<file path="config.mk">
export PLATFORM = sky130hd
export DESIGN_NAME = prog_loader
export DESIGN_NICKNAME = d
export VERILOG_FILES = /design/src/rtl/core_pkg.sv /design/src/rtl/prog_loader.sv
export SDC_FILE = /design/constraint.sdc
export NUM_CORES = 1
export LEC_CHECK = 0
export CORE_UTILIZATION = 55
export CTS_CLUSTER_DIAMETER = 200
export DETAILED_ROUTE_END_ITERATION = 7
export PLACE_DENSITY = 0.94
export SLEW_MARGIN = 20
export SYNTH_ARGS = -nofsm -noshare
export SYNTH_HDL_FRONTEND = slang
export SYNTH_SLANG_ARGS = --single-unit
</file>
<file path="constraint.sdc">
create_clock -name clk -period 4.6 [get_ports clk]
set_input_delay 0.69 -clock clk [delete_from_list [all_inputs] [get_ports clk]]
set_output_delay 0.69 -clock clk [all_outputs]
set_load 0.1 [all_outputs]
</file>
<file path="src/rtl/core_pkg.sv">
// Shared definitions for the boot-stage program loader.
//   loader_cmd_e   : header command field encoding (bits [31:30] of a header word)
//   loader_state_e : loader FSM states
//   cmd_to_sel     : maps a load command onto the memory select bundle
//                    (bit0 = IM, bit1 = DM)
package core_pkg;

  localparam int unsigned HDR_CMD_MSB = 31;
  localparam int unsigned HDR_CMD_LSB = 30;

  typedef enum logic [1:0] {
    CMD_IM    = 2'b00,
    CMD_DM    = 2'b01,
    CMD_BOTH  = 2'b10,
    CMD_START = 2'b11
  } loader_cmd_e;

  typedef enum logic [2:0] {
    HDR   = 3'd0,
    LEN   = 3'd1,
    DATA  = 3'd2,
    DRAIN = 3'd3,
    WAIT  = 3'd4,
    RUN   = 3'd5
  } loader_state_e;

  function automatic logic [1:0] cmd_to_sel(input loader_cmd_e cmd);
    case (cmd)
      CMD_IM:   cmd_to_sel = 2'b01;
      CMD_DM:   cmd_to_sel = 2'b10;
      CMD_BOTH: cmd_to_sel = 2'b11;
      default:  cmd_to_sel = 2'b00;
    endcase
  endfunction

endpackage

</file>
<file path="src/rtl/prog_loader.sv">
// Boot-stage program loader. Parses a 32-bit valid/ready stream of load
// packets (header, length, data words) and writes the data into IM, DM or
// both through a registered write bundle. Holds Core in reset until a START
// packet arrives, then releases it START_DLY cycles later.
// Ports:
//   clk, rst        clock, synchronous active-low reset
//   s_valid/s_ready stream handshake; s_data word; s_last ends a packet
//   mem_we          one-cycle write strobe per data word
//   mem_sel         bit0 = IM, bit1 = DM
//   mem_addr        word-aligned byte address; mem_wdata little-endian word
//   core_rst        active-low reset to Core
//   load_err        sticky protocol error
//   words_loaded    saturating count of words written since reset
module prog_loader
  import core_pkg::*;
#(
  parameter int unsigned ADDR_W    = 16,
  parameter int unsigned START_DLY = 4,
  parameter int unsigned CNT_W     = 16
) (
  input  logic              clk,
  input  logic              rst,
  input  logic              s_valid,
  output logic              s_ready,
  input  logic [31:0]       s_data,
  input  logic              s_last,
  output logic              mem_we,
  output logic [1:0]        mem_sel,
  output logic [ADDR_W-1:0] mem_addr,
  output logic [31:0]       mem_wdata,
  output logic              core_rst,
  output logic              load_err,
  output logic [CNT_W-1:0]  words_loaded
);

  loader_state_e     state, state_d;
  loader_cmd_e       cmd, cmd_d;
  logic [ADDR_W-1:0] addr, addr_d;
  logic [CNT_W-1:0]  remaining, remaining_d;
  logic [7:0]        dly_cnt, dly_cnt_d;

  logic              s_ready_d, mem_we_d, core_rst_d, load_err_d;
  logic [1:0]        mem_sel_d;
  logic [ADDR_W-1:0] mem_addr_d;
  logic [31:0]       mem_wdata_d;
  logic [CNT_W-1:0]  words_loaded_d;

  logic              accept;
  loader_cmd_e       hdr_cmd;
  logic [CNT_W-1:0]  len_n;

  assign accept  = s_valid && s_ready;
  assign hdr_cmd = loader_cmd_e'(s_data[HDR_CMD_MSB:HDR_CMD_LSB]);
  assign len_n   = s_data[CNT_W-1:0];

  always_ff @(posedge clk) begin
    if (!rst) begin
      state        <= HDR;
      cmd          <= CMD_IM;
      addr         <= '0;
      remaining    <= '0;
      dly_cnt      <= '0;
      s_ready      <= 1'b0;
      mem_we       <= 1'b0;
      mem_sel      <= '0;
      mem_addr     <= '0;
      mem_wdata    <= '0;
      core_rst     <= 1'b0;
      load_err     <= 1'b0;
      words_loaded <= '0;
    end else begin
      state        <= state_d;
      cmd          <= cmd_d;
      addr         <= addr_d;
      remaining    <= remaining_d;
      dly_cnt      <= dly_cnt_d;
      s_ready      <= s_ready_d;
      mem_we       <= mem_we_d;
      mem_sel      <= mem_sel_d;
      mem_addr     <= mem_addr_d;
      mem_wdata    <= mem_wdata_d;
      core_rst     <= core_rst_d;
      load_err     <= load_err_d;
      words_loaded <= words_loaded_d;
    end
  end

  always_comb begin
    state_d        = state;
    cmd_d          = cmd;
    addr_d         = addr;
    remaining_d    = remaining;
    dly_cnt_d      = dly_cnt;
    mem_we_d       = 1'b0;
    mem_sel_d      = mem_sel;
    mem_addr_d     = mem_addr;
    mem_wdata_d    = mem_wdata;
    core_rst_d     = core_rst;
    load_err_d     = load_err;
    words_loaded_d = words_loaded;

    case (state)
      HDR: if (accept) begin
        if (hdr_cmd == CMD_START) begin
          dly_cnt_d = '0;
          if (s_last) state_d = WAIT;
          else begin
            load_err_d = 1'b1;
            state_d    = DRAIN;
          end
        end else if (s_data[1:0] != 2'b00) begin
          load_err_d = 1'b1;
          state_d    = s_last ? HDR : DRAIN;
        end else if (s_last) begin
          load_err_d = 1'b1;
        end else begin
          cmd_d   = hdr_cmd;
          addr_d  = s_data[ADDR_W-1:0];
          state_d = LEN;
        end
      end
      LEN: if (accept) begin
        remaining_d = len_n;
        if (len_n == '0) begin
          if (s_last) state_d = HDR;
          else begin
            load_err_d = 1'b1;
            state_d    = DRAIN;
          end
        end else if (s_last) begin
          load_err_d = 1'b1;
          state_d    = HDR;
        end else begin
          state_d = DATA;
        end
      end
      DATA: if (accept) begin
        // Every accepted data word is written, including the word that
        // terminates a packet early or late.
        mem_we_d    = 1'b1;
        mem_sel_d   = cmd_to_sel(cmd);
        mem_addr_d  = addr;
        mem_wdata_d = s_data;
        addr_d      = addr + ADDR_W'(4);
        remaining_d = remaining - 1'b1;
        if (words_loaded != '1) words_loaded_d = words_loaded + 1'b1;
        if (remaining == CNT_W'(1)) begin
          if (s_last) state_d = HDR;
          else begin
            load_err_d = 1'b1;
            state_d    = DRAIN;
          end
        end else if (s_last) begin
          load_err_d = 1'b1;
          state_d    = HDR;
        end
      end
      DRAIN: if (accept && s_last) state_d = HDR;
      WAIT: begin
        // dly_cnt is 0 on the first WAIT edge, so the release lands exactly
        // START_DLY edges after the START accept.
        dly_cnt_d = dly_cnt + 1'b1;
        if (dly_cnt == 8'(START_DLY - 1)) begin
          core_rst_d = 1'b1;
          state_d    = RUN;
        end
      end
      RUN:     core_rst_d = 1'b1;
      default: state_d = HDR;
    endcase

    s_ready_d = (state_d == HDR) || (state_d == LEN) ||
                (state_d == DATA) || (state_d == DRAIN);
  end

endmodule

</file>
==> impl_metrics.toml <==
[synthesis]
synth_edf_count = 0
yosys_warnings = 0
synthTopCellsByCount = "nand2_1 (145), dfxtp_1 (115), a21oi_1 (92), nor2_1 (54), clkbuf_1 (34)"
yosys_most_used_dff = "dfxtp_1"
ys_seq_elements = 115
synth.net_count = 735
yosysUniqueCellTypes = 60
async_flop_share = 0
syn_area_um2 = 5330
synth.most_common_cell = "nand2_1"
synth_top_area_share = 0.432
synth_top_area_cell = "dfxtp_1"
synthTopCellsByArea = "dfxtp_1 (43%), nand2_1 (10%), a21oi_1 (8.6%)"
syn_inst = 692
syn_avg_cell_area_um2 = 7.70
ys_seq_area_frac = 0.432

[place]
post-dp-hpwl_mm = 10.5
port_buffers = 105
gp_congestion = 0.888

[worst_setup_path]
cp-startpoint = "state[1]"
worstRegToRegCells = 6
crit_type = "reg -> reg"
crit_path_end_kind = "register"
critPathCapture = "words_loaded[5]"
crit_fanout = 52
reg2reg_setup_slack_ns = 1.58
r2r-start = "state[1]"
cp.required_ns = 5.05
cp.arrival_ns = 3.47
r2r-end = "words_loaded[5]"
crit_path_start_kind = "register"

[cells_and_area]
multiInputGateArea_um2 = 2850
seq_area_um2 = 2300
area_growth_pct = 32.2
fin_util = 0.755
num-fill-cells = 643
layout.nets = 824
drive_gt1_frac = 0.0630
antenna_cells = 0

[timing]
slew_violations = 0
fmax_mhz = 331
fin_crit_ns = 3.02
rsz0062_at_grt = "no"
final.setup.tns_ns = 0
hold_viol = 0
skew_ns = 0.00645
holdWs_ns = 0.453
post-route-period-util = 0.657
worst_pin_slew_ns = 1.02
slew_headroom = 0.317
setup_violations = 0

[grt]
grt_max_degree = 53
antenna_found_initial = 0
track_usage = 0.330
grt_pass1_vias = 5407
overflow = 0
grt_pass1_wl_mm = 26.0

[routing]
drtPass1Iterations = 6
vias = 5769
wl_per_cell_um = 17.8
avgViaCountPerCell = 6.25
drt_iter0_markers = 523
ant_nets = 0
drc = 0
wl_mm = 16.4

[pwr]
pwr_density_cell_nw_per_um2 = 378
leakage_nw = 2.42
ir_drop_v = 0.000237

[clock_network]
cts_made_buffers = 17
cts_max_path_buffers = 2
clock_latency_ns = 0.53
cts_sinks = 115
htreeDepth = 4
hold_buffers = 0
cts_setup_buffers = 0
root_buffer = "clkbuf_8"
cts_tree = "done"
ctsResizeCount = 0
clk_pin_slew_ns = 0.06

[floorplanning]
io_pins = 106
fp.dieW_um = 100
rows = 35
die-area_um2 = 10100
die_y_um = 100
coreArea_um2 = 9330
initial_utilization = 0.571

[hold_path]
hold_path.class = "reg -> reg"

[outcome]
outcome = "finished clean"

[flow_run]
drv_cap = 0
-- logic make-up after synthesis --
| kind of cell | Yosys count | synth area share |
|---|---|---|
| flops | 115 | 0.432 |
| compound gates | 185 | 0.207 |
| buf+inv | 51 | 0.0364 |
| mux | 1 | 0.00188 |
| simple gates | 315 | 0.277 |
| fa+ha+maj | 7 | 0.0164 |
| xor+xnor | 18 | 0.0296 |
-- worst max-delay path: stages (launching register included) --
cell	delay, ns
dfxtp_1	0.75
or3b_4	0.69
nor2_4	0.15
buf_4	0.44
o21ai_2	0.22
or4_1	0.50
a21oi_1	0.18
-- metal layers --
layer,vias up,part of all wire,GRT usage
met4,0,0.041,0.167
met3,84,0.10,0.100
li1,2640,-,-
met1,2666,0.39,0.397
met2,379,0.47,0.534
met5,-,0,0
-- metrics by stage --
step,total power [W],instance area [µm²],setup slack [ns],instances
detailed placement,0.00133,6450,1.54,891
global placement,0.00132,6440,1.42,891
CTS,0.00266,7050,1.62,923
floorplan,0.00123,5330,1.94,692
finish,0.00266,7050,1.58,923
global route,0.00273,7050,1.39,923
-- placed cells by master, fill, tap and decap left out, types with 7 or more instances in the layout --
cell               n
nand2_1          144
dfxtp_1          115
clkdlybuf4s50_1  105
a21oi_1           92
nor2_1            54
o21ai_0           29
nand3_1           24
clkbuf_16         16
nor3_1            15
nor4_1            13
nand4_1           11
xor2_1            10
or3_1              9
and3_1             9
xnor2_1            8
inv_1              8
a31oi_1            8
inv_6              8
ha_1               7
buf_4              7
-- power by group --
group	internal, W	switching, W	leakage [nW]
Clock	0.000799	0.000548	0.293
Combinational	0.0000914	0.000186	1.20
Sequential	0.00101	0.0000238	0.929
-- worst min path at each step --
stage | from | endpoint | depth (start not counted)
floorplan | addr[0] | mem_addr[0] | 2
global placement | mem_wdata[18] | mem_wdata[18] | 2
detailed placement | mem_addr[10] | mem_addr[10] | 2
CTS | mem_addr[10] | mem_addr[10] | 2
global route | mem_wdata[6] | mem_wdata[6] | 2
finish | mem_wdata[16] | mem_wdata[16] | 2
-- registers in the layout (all words and copies together) (netlist names) --
| register | count |
|---|---|
| mem_wdata | 32 |
| addr | 16 |
| mem_addr | 16 |
| remaining | 16 |
| words_loaded | 16 |
| dly_cnt | 8 |
| state | 3 |
| cmd | 2 |
| mem_sel | 2 |
| core_rst | 1 |
| load_err | 1 |
| mem_we | 1 |
| s_ready | 1 |
-- area by class of cell --
cell class | instances | area share
clock buffer | 17 | 0.0588
clock inverter | 15 | 0.0259
inverter | 9 | 0.00479
multi-input combinational | 526 | 0.404
sequential | 115 | 0.327
tap | 129 | 0.0229
timing repair buffer | 112 | 0.157
Power figures use the tool's default switching activity.
